[config.mk]
export PLATFORM = sky130hd
export DESIGN_NAME = mc_control
export DESIGN_NICKNAME = d
export VERILOG_FILES = /design/src/rtl/mc_control.sv
export SDC_FILE = /design/constraint.sdc
export NUM_CORES = 1
export LEC_CHECK = 0
export ABC_CLOCK_PERIOD_IN_PS = 2000
export BUFFER_PORTS_ARGS = -buffer_cell sky130_fd_sc_hd__buf_2
export CAP_MARGIN = 10
export CELL_PAD_IN_SITES_DETAIL_PLACEMENT = 0
export CELL_PAD_IN_SITES_GLOBAL_PLACEMENT = 1
export CORE_MARGIN = 4
export CORE_UTILIZATION = 25
export DETAILED_ROUTE_END_ITERATION = 10
export PLACE_DENSITY_LB_ADDON = 0.2
export SYNTH_ARGS = -nofsm -noshare
export SYNTH_HDL_FRONTEND = slang
export SYNTH_SLANG_ARGS = --single-unit
[constraint.sdc]
create_clock -name clk -period 2 [get_ports clk]
set_input_delay 0.2 -clock clk [delete_from_list [all_inputs] [get_ports clk]]
set_output_delay 0.2 -clock clk [all_outputs]
set_load 0.01 [all_outputs]
[src/rtl/mc_control.sv]
// Multi-cycle MIPS-style control FSM with memory-wait timeout.
// Optional JUMP support is enabled by defining MC_JUMP_EN.
module mc_control #(
    parameter int unsigned MEM_TIMEOUT = 15
) (
    input  logic       clk,
    input  logic       rst_n,
    input  logic [5:0] opcode,
    input  logic       mem_ready,
    output logic       PCWrite,
    output logic       PCWriteCond,
    output logic       IorD,
    output logic       MemRead,
    output logic       MemWrite,
    output logic       IRWrite,
    output logic       MemtoReg,
    output logic       ALUSrcA,
    output logic       RegWrite,
    output logic       RegDst,
    output logic [1:0] ALUOp,
    output logic [1:0] ALUSrcB,
    output logic [1:0] PCSource,
    output logic [3:0] state,
    output logic       illegal_op,
    output logic       mem_err
);

    typedef enum logic [3:0] {
        S_FETCH  = 4'd0,  S_DECODE = 4'd1,  S_MEMADR = 4'd2,  S_MEMRD  = 4'd3,
        S_MEMWB  = 4'd4,  S_MEMWR  = 4'd5,  S_EXEC   = 4'd6,  S_ALUWB  = 4'd7,
        S_BRANCH = 4'd8,  S_ADDIEX = 4'd9,  S_ADDIWB = 4'd10, S_JUMP   = 4'd11
    } state_t;

    localparam logic [5:0] OP_R    = 6'd0;
    localparam logic [5:0] OP_J    = 6'd2;
    localparam logic [5:0] OP_BEQ  = 6'd4;
    localparam logic [5:0] OP_ADDI = 6'd8;
    localparam logic [5:0] OP_LW   = 6'd35;
    localparam logic [5:0] OP_SW   = 6'd43;
    localparam logic [7:0] TMO     = 8'(MEM_TIMEOUT);

    state_t     state_q;
    logic [7:0] wait_q;
    logic [5:0] opc_q;
    state_t     dec_nxt;
    logic       dec_ill;
    logic       waiting;
    logic       timeout;

    assign waiting = (state_q == S_FETCH) || (state_q == S_MEMRD) || (state_q == S_MEMWR);
    assign timeout = waiting && !mem_ready && (wait_q == TMO);

    always_comb begin
        dec_nxt = S_FETCH;
        dec_ill = 1'b0;
        case (opcode)
            OP_R:         dec_nxt = S_EXEC;
            OP_LW, OP_SW: dec_nxt = S_MEMADR;
            OP_BEQ:       dec_nxt = S_BRANCH;
            OP_ADDI:      dec_nxt = S_ADDIEX;
`ifdef MC_JUMP_EN
            OP_J:         dec_nxt = S_JUMP;
`endif
            default:      dec_ill = 1'b1;
        endcase
    end

    // Timeout has priority over the per-state transitions; mem_ready=1 already masks it.
    always_ff @(posedge clk or negedge rst_n) begin
        if (!rst_n) begin
            state_q <= S_FETCH;
            wait_q  <= '0;
            opc_q   <= '0;
        end else if (timeout) begin
            state_q <= S_FETCH;
            wait_q  <= '0;
        end else begin
            wait_q <= '0;
            case (state_q)
                S_FETCH:  if (mem_ready) state_q <= S_DECODE; else wait_q <= wait_q + 8'd1;
                S_DECODE: begin
                    opc_q   <= opcode;
                    state_q <= dec_nxt;
                end
                S_MEMADR: state_q <= (opc_q == OP_SW) ? S_MEMWR : S_MEMRD;
                S_MEMRD:  if (mem_ready) state_q <= S_MEMWB; else wait_q <= wait_q + 8'd1;
                S_MEMWR:  if (mem_ready) state_q <= S_FETCH; else wait_q <= wait_q + 8'd1;
                S_EXEC:   state_q <= S_ALUWB;
                S_ADDIEX: state_q <= S_ADDIWB;
                default:  state_q <= S_FETCH;
            endcase
        end
    end

    always_comb begin
        PCWrite     = 1'b0;
        PCWriteCond = 1'b0;
        IorD        = 1'b0;
        MemRead     = 1'b0;
        MemWrite    = 1'b0;
        IRWrite     = 1'b0;
        MemtoReg    = 1'b0;
        ALUSrcA     = 1'b0;
        RegWrite    = 1'b0;
        RegDst      = 1'b0;
        ALUOp       = 2'b00;
        ALUSrcB     = 2'b00;
        PCSource    = 2'b00;
        case (state_q)
            S_FETCH: begin
                MemRead = 1'b1;
                ALUSrcB = 2'b01;
                IRWrite = mem_ready;
                PCWrite = mem_ready;
            end
            S_DECODE:           ALUSrcB = 2'b11;
            S_MEMADR, S_ADDIEX: begin
                ALUSrcA = 1'b1;
                ALUSrcB = 2'b10;
            end
            S_MEMRD: begin
                MemRead = 1'b1;
                IorD    = 1'b1;
            end
            S_MEMWR: begin
                MemWrite = 1'b1;
                IorD     = 1'b1;
            end
            S_MEMWB: begin
                MemtoReg = 1'b1;
                RegWrite = 1'b1;
            end
            S_EXEC: begin
                ALUSrcA = 1'b1;
                ALUOp   = 2'b10;
            end
            S_ALUWB: begin
                RegDst   = 1'b1;
                RegWrite = 1'b1;
            end
            S_ADDIWB:           RegWrite = 1'b1;
            S_BRANCH: begin
                ALUSrcA     = 1'b1;
                ALUOp       = 2'b01;
                PCWriteCond = 1'b1;
                PCSource    = 2'b01;
            end
`ifdef MC_JUMP_EN
            S_JUMP: begin
                PCWrite  = 1'b1;
                PCSource = 2'b10;
            end
`endif
            default: ;
        endcase
        // Reset or an aborted access must never commit architectural state.
        if (!rst_n || timeout) begin
            PCWrite  = 1'b0;
            IRWrite  = 1'b0;
            MemWrite = 1'b0;
            RegWrite = 1'b0;
        end
    end

    assign state      = state_q;
    assign illegal_op = (state_q == S_DECODE) && dec_ill;
    assign mem_err    = timeout;

endmodule

# Word level (Yosys, flattened, before mapping)
# Index checks and enable logic that the tools add are counted.
# word_totals
input_bits	9
reg_bits	18
out_inout_bits	22
wordCells	70
# op_classes
n_eq_ne	19
bitwise	1
n_addsub	1
reduce_logical	20
muxes	26
# ops
cell	count
case mux 4 bit (7 select lines)	1
2-to-1 mux 8 bit	3
== test 6 bit, second input constant	3
== test 4 x 3 -> 1 bit, second input constant	4
2-to-1 mux 4 bit	4
case mux 4 bit (4 select lines)	1
2-to-1 mux 1 bit	14
== test 4 bit, second input constant	3
!= test 3 bit, second input constant	3
adder 8 x 1 -> 8 bit, second input constant	1
== test 4 x 2 -> 1 bit, second input constant	2
== test 8 x 4 -> 1 bit, second input constant	1
OR reduction 2 bit	4
== test 6 x 3 -> 1 bit, second input constant	1
== test 6 x 4 -> 1 bit, second input constant	1
zero test 6 bit	1
case mux 2 bit (3 select lines)	1
OR reduction 3 bit	2
OR reduction 5 bit	1
== test 4 x 1 -> 1 bit, second input constant	1
zero test 4 bit	1
case mux 2 bit (2 select lines)	1
OR reduction 4 bit	1
logical AND 1 bit	3
6 further kinds	9

# Logic depth before layout (Yosys ltp)
# Gate-level depths: netlist of run 1.
# logic_depth
depth_word	7
mapped_depth	6
ltp_nobuf	5

# Least setup slack after synthesis of run 1
# OpenSTA, ideal clock, no wires.
# synth_path
path_kind	flip-flop to output port
from	reg state_q[1], in the netlist state[1]
to	out PCWrite
arrival_ns	1.512
stages_incl_launch_ff	5
path_slack_ns	0.288
t_required_ns	1.800
n_path_buf	2
cell_sequence	dfrtp_1 buf_2 or2_2 nor3_1 buf_4
# synth_via
elab_chain_len	7
word_cells_on_any_way	10
cone_classes	eq/ne: 2; mux: 2; reduce/logical: 6
# synth_lines
element	line	rtl
start: declaration	42	state_t state_q;
start signal: assignment	83	state_q <= dec_nxt;
start signal: assignment	85	S_MEMADR: state_q <= (opc_q == OP_SW) ? S_MEMWR : S_MEMRD;
== test 4 x 2 -> 1 bit / zero test 4 bit (equally long branches)	-	
logical OR 1 bit (2 in a row)	50	assign waiting = (state_q == S_FETCH) || (state_q == S_MEMRD) || (state_q == S_MEMWR);
logical AND 1 bit (2 in a row)	51	assign timeout = waiting && !mem_ready && (wait_q == TMO);
logical OR 1 bit	157	if (!rst_n || timeout) begin
2-to-1 mux 1 bit *	-	
end: declaration	10	output logic PCWrite,
# Mark *: on every way between the ends. The rest lies on a longest branch, timed or not.

# Worst setup path after layout of run 1
# layout_path
from	reg state_q[1], in the netlist state[1]
to	out illegal_op
# layout_via
elab_chain_len	2
# layout_lines
element	line	rtl
== test 4 x 1 -> 1 bit	166	assign illegal_op = (state_q == S_DECODE) && dec_ill;
logical AND 1 bit	166	
end: declaration	24	output logic illegal_op,
# Every way passes these cells.

==> Implementation_results.wiki, run 1 <==
{| class="wikitable"
! Metric !! Value
|-
| Final HPWL DP || between 2 and 2.5 mm
|-
| Count of buffers inserted at the top-level ports || 29
|-
| Most common library cell in the layout ignoring fill and taps || sky130_fd_sc_hd__buf_2
|-
| Count of mapped cells out of synthesis || ~120
|-
| CTS tree || yes
|-
| Number of nets produced by synthesis || between 100 and 150
|-
| Share of the synthesized netlist area taken by xor and xnor gates || around 7%
|-
| Register bit count reported by yosys || 18
|-
| Worst-case clock buffer depth || 2
|-
| Die outline height || 75.9 um
|-
| Maximum capacitance violations || 0
|-
| Number of buffers created by CTS || 3
|-
| Largest net degree at the start of global routing || 18
|-
| Cell area after layout || between 1000 and 1500 um^2
|-
| Via count || approximately 920
|-
| Clk pin slew, worst setup/hold paths || approximately 0.070 ns
|-
| Synthesized-area fraction occupied by ao, oa, aoi and oai cells || 10.1%
|-
| Cell with the largest stage delay on the worst path || sky130_fd_sc_hd__dfrtp_2
|-
| Number of antenna violations at the first check in global routing || 0
|-
| Horizontal die dimension || about 76 um
|-
| Worst EP required || 1.80 ns
|-
| Critical path class || reg -> out
|-
| Clock period minus worst slack || approximately 1.8 ns
|-
| DRT iter0 DRCs || 43
|-
| Starting utilization of the core area || a little over a quarter
|-
| Kind of start point of the critical path || register
|-
| Final layout net count || between 150 and 200
|-
| Wire length of the first global-routing pass || approximately 4.3 mm
|-
| Met2 wire len || approximately 1.2 mm
|-
| Simple-gate area share of the yosys netlist || approximately 27%
|-
| Leakage power total || between 0.5 and 0.6 nW
|-
| Crit path capture type || primary output
|-
| Final clock period utilization by the worst path || about 91%
|-
| DR DRC count || 0
|-
| Peak fanout along the critical path || 14
|-
| Area taken by multi-input logic gates || slightly above 600 um^2
|-
| Final-report hold violation count || 0
|-
| Area used by sequential logic in the layout || approximately 460 um^2
|-
| Share of synthesized cell area in full adder, half adder and majority cells || 1.09%
|-
| Standard cell area after detailed placement || approximately 1300 um^2
|-
| Total overflow reported by the global router || 0
|-
| Cell area after technology mapping || 1150 um^2
|-
| Largest incremental delay on the critical path || 0.51 ns
|-
| Chain of cells forming the critical path || nand2b_1, nor4_1, buf_2
|-
| Fraction of final layout cells sized beyond drive strength 1 || 34.5%
|-
| Synthesis warning total || 0
|-
| EDFF count, synth || 0
|-
| Setup total negative slack || 0 ns
|-
| Final routed wirelength across all metal layers || 2.62 mm
|-
| Share of synthesized area spent on multiplexers || approximately 6.7%
|-
| Routability Congestion || between 0.7 and 0.8
|-
| Number of antenna-violating nets in the routed design || 0
|-
| Met1 wire length || about 1.3 mm
|-
| Clock sinks || 18
|-
| Status || finished clean
|-
| Core area || around 4400 um^2
|-
| Skew-Pair Late Insertion Delay || around 0.25 ns
|-
| Vias in the first global route || about 930
|-
| Peak ir drop on the vdd network || 611 uV
|-
| Kind of cell with the highest combined delay on the critical path || simple AND/OR/NAND/NOR gates
|-
| Clock skew || between 0.004 and 0.005 ns
|-
| Async set-or-reset flop fraction in the synthesized netlist || 100%
|-
| Met3 WL post-DR || ~110 um
|-
| Mean routed wirelength per cell || between 10 and 15 um
|-
| Critical path data arrival time || between 1.5 and 2 ns
|-
| CTS H-Tree Depth || 1
|-
| Highest Signal Layer || met4
|-
| Main combinational cell family by area after synthesis || simple AND/OR/NAND/NOR gates
|-
| Root Buffer || sky130_fd_sc_hd__clkbuf_8
|-
| Number of core rows || 24
|-
| Final setup viols || 0
|-
| Post-route core utilization || 30.3%
|-
| Unique masters post-synth || 38
|-
| Post-DR vias/cell || approximately 4.7
|-
| Pwr/cell area || 1290 nW/um^2
|-
| Mean instance size in the synthesized netlist || approximately 9.5 um^2
|-
| Fillers || roughly 480
|-
| All-Layer GR Usage || under 10%
|-
| RSZ-0062 raised after global routing || no
|-
| Fin. max-slew vios || 0
|-
| Layout overhead on the synthesized area || 16.2%
|-
| Buffers plus inverters on the worst setup path || 1
|-
| Class of the worst hold path || in -> reg
|-
| Sequential cell area fraction in the yosys report || 39.1%
|-
| Commonest cells after routing, fill and taps aside || sky130_fd_sc_hd__buf_2, sky130_fd_sc_hd__nor2_1, sky130_fd_sc_hd__dfrtp_1
|-
| Number of antenna cells inserted || 0
|-
| Number of ports placed on the die boundary || 31
|-
| Primary FF master, synth || sky130_fd_sc_hd__dfrtp_1
|-
| Fmax || about 550 MHz
|-
| Router iterations before antenna repair || 4
|-
| Floorplan die area || ~5800 um^2
|}
[repair_timing]
| item | 4_1_cts | 5_1_grt |
|---|---|---|
| hold buffers | 1 | 0 |
| resized for setup | 0 | 5 |
| endpoints found under the hold margin | 18 | 0 |
| endpoints found under the setup margin | 0 | 3 |
| setup buffers | 0 | 0 |
[metrics by stage]
step	total power, mW	cells	hold slack (ns)	setup slack, ns
6_report	1.72	197	0.213	0.175
5_1_grt	1.88	197	0.207	0.0166
4_1_cts	1.75	197	0.207	0.0174
3_5_place_dp	1.48	193	0.0113	0.319
3_3_place_gp	1.48	193	0.0126	0.322
2_1_floorplan	1.29	121	-0.0956	0.288
[worst paths after layout]
kind                            cells after the start  slack (ns)                    to                  from
worst min-delay path                                2        0.21  state[2]$_DFFE_PN0P_             opcode[3]
min in group asynchronous                           2        0.28   wait_q[6]$_DFF_PN0_                 rst_n
worst min register to register                      1        0.47   wait_q[0]$_DFF_PN0_   wait_q[0]$_DFF_PN0_
max in group asynchronous                           3        1.27  state[2]$_DFFE_PN0P_                 rst_n
worst max register to register                      4        0.45  state[0]$_DFFE_PN0P_  state[2]$_DFFE_PN0P_
worst max-delay path                                3        0.17            illegal_op  state[1]$_DFFE_PN0P_
[sequential cells by signal, indices dropped and copies added (netlist names)]
signal / cells
opc_q: 6
wait_q: 8
state: 4
[metal layers]
| layer | up-vias | global-route usage [%] |
|---|---|---|
| li1 | 459 | - |
| met1 | 442 | 13.6 |
| met2 | 18 | 15.2 |
| met3 | 2 | 3.03 |
| met4 | 0 | 2.33 |
| met5 | - | 0 |
[synth_stat cells, types with 2 or more instances]
library cell	n	area, um^2
sky130_fd_sc_hd__a21oi_1	3	15.0
sky130_fd_sc_hd__buf_4	5	37.5
sky130_fd_sc_hd__buf_6	4	45.0
sky130_fd_sc_hd__dfrtp_1	18	450
sky130_fd_sc_hd__inv_1	3	11.3
sky130_fd_sc_hd__mux2_2	6	67.6
sky130_fd_sc_hd__nand2_1	8	30.0
sky130_fd_sc_hd__nand2b_1	3	18.8
sky130_fd_sc_hd__nand3_1	5	25.0
sky130_fd_sc_hd__nor2_1	21	78.8
sky130_fd_sc_hd__nor3_1	6	30.0
sky130_fd_sc_hd__nor4_1	2	12.5
sky130_fd_sc_hd__o21ai_0	5	25.0
sky130_fd_sc_hd__xnor2_1	6	52.6
sky130_fd_sc_hd__xor2_1	3	26.3
[power by group]
part           switching, mW  internal (mW)  total (mW)  leakage [nW]
Clock                  0.123          0.134       0.257        0.0216
Combinational          0.452          0.389       0.841         0.341
Sequential             0.147          0.479       0.627         0.228
Total                  0.722           1.00        1.72         0.591
[logic make-up (layout without fill, tap and decap cells)]
group,count (synthesis),count (layout)
and+or+nand+nor,57,57
DFF,18,18
AOI/OAI and AO/OA,15,15
buffers and inverters,13,37
xor gates and xnor gates,9,9
muxes,7,7
adders and majority gates,1,1
other,1,1
[layout make-up]
cell class,instances,share of cell area (%)
sequential,18,34.0
tap,52,4.86
multi-input combinational,90,45.0
inverter,3,0.841
timing repair buffer,31,12.1
clock buffer,3,3.08
[worst register-to-register path, stage by stage (launching register included)]
cell	delay, ns
sky130_fd_sc_hd__dfrtp_2	0.49
sky130_fd_sc_hd__nand4bb_4	0.26
sky130_fd_sc_hd__a2bb2oi_2	0.17
sky130_fd_sc_hd__nand2b_1	0.31
sky130_fd_sc_hd__o2111ai_2	0.23
Power figures use the tool's default switching activity.
==> inputs of run 2 (changes only) <==
--- a/config.mk
+++ b/config.mk
@@ -8,7 +8,7 @@
 export ABC_CLOCK_PERIOD_IN_PS = 2000
 export BUFFER_PORTS_ARGS = -buffer_cell sky130_fd_sc_hd__buf_2
 export CAP_MARGIN = 10
-export CELL_PAD_IN_SITES_DETAIL_PLACEMENT = 0
+export CELL_PAD_IN_SITES_DETAIL_PLACEMENT = 1
 export CELL_PAD_IN_SITES_GLOBAL_PLACEMENT = 1
 export CORE_MARGIN = 4
 export CORE_UTILIZATION = 25
==> run 2 against run 1 <==
Net effect:
- design area up 2.1%
- clock-buffer cell count up 1
- final cell count up 0.51%
- maximum frequency down 0.60%
- critical path depth up 3
==> Implementation_results.wiki, run 2 (synthesis gave the netlist of run 1 again) <==
{| class="wikitable"
! Metric !! Value
|-
| RSZ-0062 raised after global routing || no (unchanged)
|-
| Peak fanout along the critical path || 4 (was 14)
|-
| Worst EP required || 1.80 ns (about the same)
|-
| Count of buffers inserted at the top-level ports || 29 (unchanged)
|-
| Stages on worst setup path || 6 (was 3)
|-
| Number of core rows || 24 (unchanged)
|-
| Critical path data arrival time || 1.64 ns (was 1.63 ns)
|-
| Kind of start point of the critical path || register (unchanged)
|-
| Clk pin slew, worst setup/hold paths || 0.07 ns (about the same)
|-
| Via count || 937 (was 921)
|-
| Commonest cells after routing, fill and taps aside || sky130_fd_sc_hd__buf_2, sky130_fd_sc_hd__nor2_1, sky130_fd_sc_hd__dfrtp_1 (unchanged)
|-
| Part of the power in registers || 35.2% (was 36.3%)
|-
| Number of antenna-violating nets in the routed design || 0 (unchanged)
|-
| Buffers plus inverters on the worst setup path || 1 (unchanged)
|-
| Cell with the largest stage delay on the worst path || sky130_fd_sc_hd__dfrtp_1 (was sky130_fd_sc_hd__dfrtp_2)
|-
| Post-layout instance count excluding filler cells || 198 (was 197)
|-
| Number of ports placed on the die boundary || 31 (unchanged)
|-
| Layout overhead on the synthesized area || 18.6% (was 16.2%)
|-
| All-Layer GR Usage || 10.7% (was 9.89%)
|-
| Sw Ratio || 41.5% (was 41.9%)
|-
| Largest incremental delay on the critical path || 0.40 ns (was 0.51 ns)
|-
| Floorplan die area || 5760 um^2 (unchanged)
|-
| Setup total negative slack || 0 ns (unchanged)
|-
| Number of antenna cells inserted || 0 (unchanged)
|-
| Routability Congestion || 0.726 (unchanged)
|-
| Starting utilization of the core area || 26.1% (unchanged)
|-
| Post-DR vias/cell || 4.73 (was 4.68)
|-
| Clock sinks || 18 (unchanged)
|-
| Skew-Pair Late Insertion Delay || 0.25 ns (about the same)
|-
| P_int || 1.06 mW (was 1.00 mW)
|-
| Number of buffers created by CTS || 3 (unchanged)
|-
| Post-route core utilization || 31.0% (was 30.3%)
|-
| Most common library cell in the layout ignoring fill and taps || sky130_fd_sc_hd__buf_2 (unchanged)
|-
| Root Buffer || sky130_fd_sc_hd__clkbuf_8 (unchanged)
|-
| Fin. max-slew vios || 0 (unchanged)
|-
| Largest net degree at the start of global routing || 18 (unchanged)
|-
| Number of antenna violations at the first check in global routing || 0 (unchanged)
|-
| Final layout net count || 157 (unchanged)
|-
| Die outline height || 75.9 um (unchanged)
|-
| DRT iter0 DRCs || 35 (was 43)
|-
| Peak ir drop on the vdd network || 583 uV (was 611 uV)
|-
| Combinational share of power || 48.0% (was 48.8%)
|-
| CTS H-Tree Depth || 1 (unchanged)
|-
| Maximum capacitance violations || 0 (unchanged)
|-
| Number of cells on the worst reg-to-reg path || 4 (unchanged)
|-
| Fraction of final layout cells sized beyond drive strength 1 || 37.0% (was 34.5%)
|-
| Power share of the clock group || 16.8% (was 14.9%)
|-
| Largest register by flop count || wait_q (unchanged)
|-
| Core area || 4410 um^2 (unchanged)
|-
| CTS tree || yes (unchanged)
|-
| Fillers || 527 (was 479)
|-
| Wire length of the first global-routing pass || 4.71 mm (was 4.29 mm)
|-
| Final HPWL DP || 2.23 mm (was 2.07 mm)
|-
| Number of buffers added for setup after CTS || 0 (unchanged)
|-
| Router iterations before antenna repair || 3 (was 4)
|-
| Leakage power total || 0.602 nW (was 0.591 nW)
|-
| Final routed wirelength across all metal layers || 2.83 mm (was 2.62 mm)
|-
| Crit path capture type || primary output (unchanged)
|-
| Kind of cell with the highest combined delay on the critical path || simple AND/OR/NAND/NOR gates (unchanged)
|-
| Critical path class || reg -> out (unchanged)
|-
| Final clock period utilization by the worst path || 91.8% (was 91.3%)
|-
| Total overflow reported by the global router || 0 (unchanged)
|-
| Final setup viols || 0 (unchanged)
|-
| Clock period minus worst slack || 1.84 ns (was 1.83 ns)
|-
| Worst-case clock buffer depth || 2 (unchanged)
|-
| Class of the worst hold path || in -> reg (unchanged)
|-
| Max FFs per register || 8 (unchanged)
|-
| Clock skew || 0.00496 ns (was 0.00407 ns)
|-
| Number of cells after detailed placement || 193 (unchanged)
|-
| Final-report hold violation count || 0 (unchanged)
|-
| Mean routed wirelength per cell || 14.3 um (was 13.3 um)
|-
| Final hold slack || 0.224 ns (was 0.213 ns)
|-
| Vias in the first global route || 989 (was 934)
|-
| Fmax || 545 MHz (was 548 MHz)
|-
| Switch Pwr || 0.748 mW (was 0.722 mW)
|-
| Horizontal die dimension || 75.9 um (unchanged)
|-
| Cell depth of the worst min-delay path || 2 (unchanged)
|-
| DR DRC count || 0 (unchanged)
|-
| Status || finished clean (unchanged)
|-
| Chain of cells forming the critical path || ha_1, and3_1, nand2_1, o21ai_1, nor3_1, buf_2 (was nand2b_1, nor4_1, buf_2)
|-
| Pwr/cell area || 1320 nW/um^2 (was 1290 nW/um^2)
|}
run 2: cell types whose count changed in the layout (fill, tap and decap cells not counted), sizes merged:
cell / change
clkbuf: +1
run 2: path summary, 6_finish.rpt:
kind,from,end,slack [ns]
setup / recovery,wait_q[0]$_DFF_PN0_,MemWrite,0.16
hold / removal,opcode[2],opc_q[2]$_DFFE_PN0P_,0.22
setup reg to reg,state[2]$_DFFE_PN0P_,state[2]$_DFFE_PN0P_,0.42
hold reg to reg,wait_q[0]$_DFF_PN0_,wait_q[0]$_DFF_PN0_,0.47
max in group asynchronous,rst_n,state[2]$_DFFE_PN0P_,1.25
min in group asynchronous,rst_n,wait_q[6]$_DFF_PN0_,0.29
run 2: power by group through the flow:
| stage | registers [mW] | clock network, mW | logic (mW) |
|---|---|---|---|
| global route | 0.659 | 0.334 | 0.961 |
| finish | 0.635 | 0.303 | 0.865 |
| detailed placement | 0.635 | 0 | 0.861 |
| global placement | 0.621 | 0 | 0.854 |
| floorplan | 0.550 | 0 | 0.745 |
| CTS | 0.626 | 0.317 | 0.867 |
run 2: what timing repair did:
item                                    4_1_cts  5_1_grt
hold endpoints to repair                     18        0
hold buffers                                  1        0
endpoints found under the setup margin        0        3
gates resized for setup                       0        8
run 2: per-stage QoR:
stage               setup WS [ns]  area, um^2  total power [mW]
finish                      0.164        1370              1.80
global route               0.0318        1370              1.95
CTS                       0.00896        1350              1.81
detailed placement          0.305        1280              1.50
floorplan                   0.288        1150              1.29
global placement            0.322        1280              1.48
run 2: layout make-up:
type | count | area (um^2) | area share, %
clock buffer | 4 | 55.1 | 4.03
inverter | 3 | 11.3 | 0.824
multi-input combinational | 90 | 617 | 45.1
sequential | 18 | 455 | 33.3
tap | 52 | 65.1 | 4.76
timing repair buffer | 31 | 163 | 11.9
run 2: metal layers:
metal  track usage (%)  vias up  wire length [um]
met5                 0        -                 0
met4              3.11        0                42
met3              3.17        6               128
met2              16.3       20              1340
met1              14.5      455              1330
li1                  -      456                 -
==> inputs of run 3 (changes only) <==
--- a/config.mk
+++ b/config.mk
@@ -11,7 +11,7 @@
 export CELL_PAD_IN_SITES_DETAIL_PLACEMENT = 1
 export CELL_PAD_IN_SITES_GLOBAL_PLACEMENT = 1
 export CORE_MARGIN = 4
-export CORE_UTILIZATION = 25
+export CORE_UTILIZATION = 38
 export DETAILED_ROUTE_END_ITERATION = 10
 export PLACE_DENSITY_LB_ADDON = 0.2
 export SYNTH_ARGS = -nofsm -noshare
==> run 3 against run 2 <==
Net effect:
- sequential power decreased by 2%
- global-route usage increased by 3.5 points
- die area decreased by 31%
- flip-flop and latch count unchanged
- design area decreased by 2.5%
- critical path depth unchanged
- clock-buffer cell count unchanged
- via count increased by 2.9%
- maximum frequency decreased by 2.6%
- clock power decreased by 26%
- worst setup slack got worse by 0.049 ns
- critical path type unchanged
- largest cell class unchanged
==> Implementation_results.wiki, run 3 (synthesis gave the netlist of run 1 again) <==
{| class="wikitable"
! Metric !! Value
|-
| Final layout net count || 160 (was 157)
|-
| CTS H-Tree Depth || 1 (unchanged)
|-
| Kind of start point of the critical path || register (unchanged)
|-
| Floorplan die area || 3980 um^2 (was 5760 um^2)
|-
| Post-DR vias/cell || 5.36 (was 4.73)
|-
| Clock sinks || 18 (unchanged)
|-
| Pwr/cell area || 1300 nW/um^2 (was 1320 nW/um^2)
|-
| Final clock period utilization by the worst path || 94.3% (was 91.8%)
|-
| DR DRC count || 0 (unchanged)
|-
| Critical path data arrival time || 1.69 ns (was 1.64 ns)
|-
| Maximum capacitance violations || 0 (unchanged)
|-
| Final hold slack || 0.172 ns (was 0.224 ns)
|-
| Horizontal die dimension || 63.1 um (was 75.9 um)
|-
| Crit path capture type || primary output (unchanged)
|-
| Starting utilization of the core area || 40.7% (was 26.1%)
|-
| Max FFs per register || 8 (unchanged)
|-
| Peak ir drop on the vdd network || 639 uV (was 583 uV)
|-
| Post-route core utilization || 47.1% (was 31.0%)
|-
| Cell area after layout || 1330 um^2 (was 1370 um^2)
|-
| Count of buffers inserted at the top-level ports || 29 (unchanged)
|-
| Number of antenna-violating nets in the routed design || 0 (unchanged)
|-
| Critical path class || reg -> out (unchanged)
|-
| Worst EP required || 1.80 ns (about the same)
|-
| Wire length of the first global-routing pass || 4.55 mm (was 4.71 mm)
|-
| Via count || 964 (was 937)
|-
| Skew-Pair Late Insertion Delay || 0.29 ns (was 0.25 ns)
|-
| Clock skew || 0.00493 ns (was 0.00496 ns)
|-
| DRT iter0 DRCs || 35 (unchanged)
|-
| Number of ports placed on the die boundary || 31 (unchanged)
|-
| Number of core rows || 19 (was 24)
|-
| Largest net degree at the start of global routing || 19 (was 18)
|-
| Leakage power total || 0.607 nW (was 0.602 nW)
|-
| Core area || 2830 um^2 (was 4410 um^2)
|-
| Most common library cell in the layout ignoring fill and taps || sky130_fd_sc_hd__buf_2 (unchanged)
|-
| Mean routed wirelength per cell || 15.1 um (was 14.3 um)
|-
| Number of antenna violations at the first check in global routing || 0 (unchanged)
|-
| Layout overhead on the synthesized area || 15.6% (was 18.6%)
|-
| Status || finished clean (unchanged)
|-
| Fillers || 346 (was 527)
|-
| Clock period minus worst slack || 1.89 ns (was 1.84 ns)
|-
| Standard cell area after detailed placement || 1260 um^2 (was 1280 um^2)
|-
| Fin. max-slew vios || 0 (unchanged)
|-
| Router iterations before antenna repair || 4 (was 3)
|-
| CTS tree || yes (unchanged)
|-
| Final-report hold violation count || 0 (unchanged)
|-
| Fmax || 530 MHz (was 545 MHz)
|-
| Final routed wirelength across all metal layers || 2.71 mm (was 2.83 mm)
|-
| Clk pin slew, worst setup/hold paths || 0.10 ns (was 0.07 ns)
|-
| Largest register by flop count || wait_q (unchanged)
|-
| Fraction of final layout cells sized beyond drive strength 1 || 36.9% (was 37.0%)
|-
| Total overflow reported by the global router || 0 (unchanged)
|-
| Class of the worst hold path || in -> reg (unchanged)
|-
| Peak fanout along the critical path || 4 (unchanged)
|-
| All-Layer GR Usage || 14.1% (was 10.7%)
|-
| Number of antenna cells inserted || 0 (unchanged)
|-
| Root Buffer || sky130_fd_sc_hd__clkbuf_4 (was sky130_fd_sc_hd__clkbuf_8)
|-
| Vias in the first global route || 991 (was 989)
|-
| Routability Congestion || 0.755 (was 0.726)
|-
| Die outline height || 63.1 um (was 75.9 um)
|-
| Final setup viols || 0 (unchanged)
|-
| Final HPWL DP || 2.08 mm (was 2.23 mm)
|-
| Commonest cells after routing, fill and taps aside || sky130_fd_sc_hd__buf_2, sky130_fd_sc_hd__nor2_1, sky130_fd_sc_hd__dfrtp_1 (unchanged)
|-
| Worst-case clock buffer depth || 2 (unchanged)
|-
| Number of buffers created by CTS || 3 (unchanged)
|}
run 3: cell types whose count changed in the layout (fill, tap and decap cells not counted), sizes merged:
cell | before | now
buf | 30 | 33
run 3: repair_timing:
item | 4_1_cts | 5_1_grt
setup buffers | 0 | 3
endpoints found under the hold margin | 18 | 0
setup endpoints to repair | 1 | 5
hold buffers | 1 | 0
pin swaps | 0 | 0
gates resized for setup | 1 | 5
run 3: area by class of cell:
cell class | instances | area, um^2 | area share (%)
Multi-Input combinational cell | 90 | 606 | 45.4
Inverter | 3 | 11.3 | 0.845
Timing Repair Buffer | 34 | 185 | 13.9
Tap cell | 31 | 38.8 | 2.91
Sequential cell | 18 | 455 | 34.2
Clock buffer | 4 | 36.3 | 2.72
run 3: final timing paths:
kind / start / to / slack (ns) / cells past startpoint
setup / recovery: wait_q[0]$_DFF_PN0_ / MemWrite / 0.11 / 6
hold / removal: opcode[3] / state[2]$_DFFE_PN0P_ / 0.17 / 2
min in group asynchronous: rst_n / opc_q[4]$_DFFE_PN0P_ / 0.44 / 3
hold reg to reg: wait_q[0]$_DFF_PN0_ / wait_q[0]$_DFF_PN0_ / 0.47 / 1
max in group asynchronous: rst_n / state[1]$_DFFE_PN0P_ / 1.34 / 3
setup reg to reg: state[3]$_DFFE_PN0P_ / opc_q[3]$_DFFE_PN0P_ / 0.45 / 3
run 3: metrics by stage:
step | worst slack, ns | setup TNS (ns) | total power [mW] | cells
after floorplan | 0.288 | 0 | 1.29 | 121
after global placement | 0.391 | 0 | 1.45 | 172
after detailed placement | 0.323 | 0 | 1.48 | 172
after CTS | 0.00507 | 0 | 1.72 | 177
after global routing | -0.0232 | -0.0232 | 1.88 | 180
final | 0.115 | 0 | 1.73 | 180
run 3: worst max-delay path: stages (launching register included):
cell and delay [ns]:
sky130_fd_sc_hd__dfrtp_1 0.41, sky130_fd_sc_hd__ha_1 0.23, sky130_fd_sc_hd__and3_1 0.25, sky130_fd_sc_hd__nand2_2 0.12
sky130_fd_sc_hd__o21ai_1 0.09, sky130_fd_sc_hd__nor3_1 0.13, sky130_fd_sc_hd__buf_2 0.16
run 3: report_power, final:
group / switching [mW] / internal, mW / total, mW
Sequential: 0.142 / 0.478 / 0.620
Clock: 0.112 / 0.111 / 0.223
Combinational: 0.473 / 0.414 / 0.887
Total: 0.727 / 1.00 / 1.73
run 3: metal layers:
layer | global-route usage (%) | wire length (um) | vias up
li1 | - | - | 464
met1 | 17.5 | 1200 | 472
met2 | 24.0 | 1360 | 24
met3 | 3.73 | 129 | 4
met4 | 4.13 | 25 | 0
met5 | 0 | 0 | -
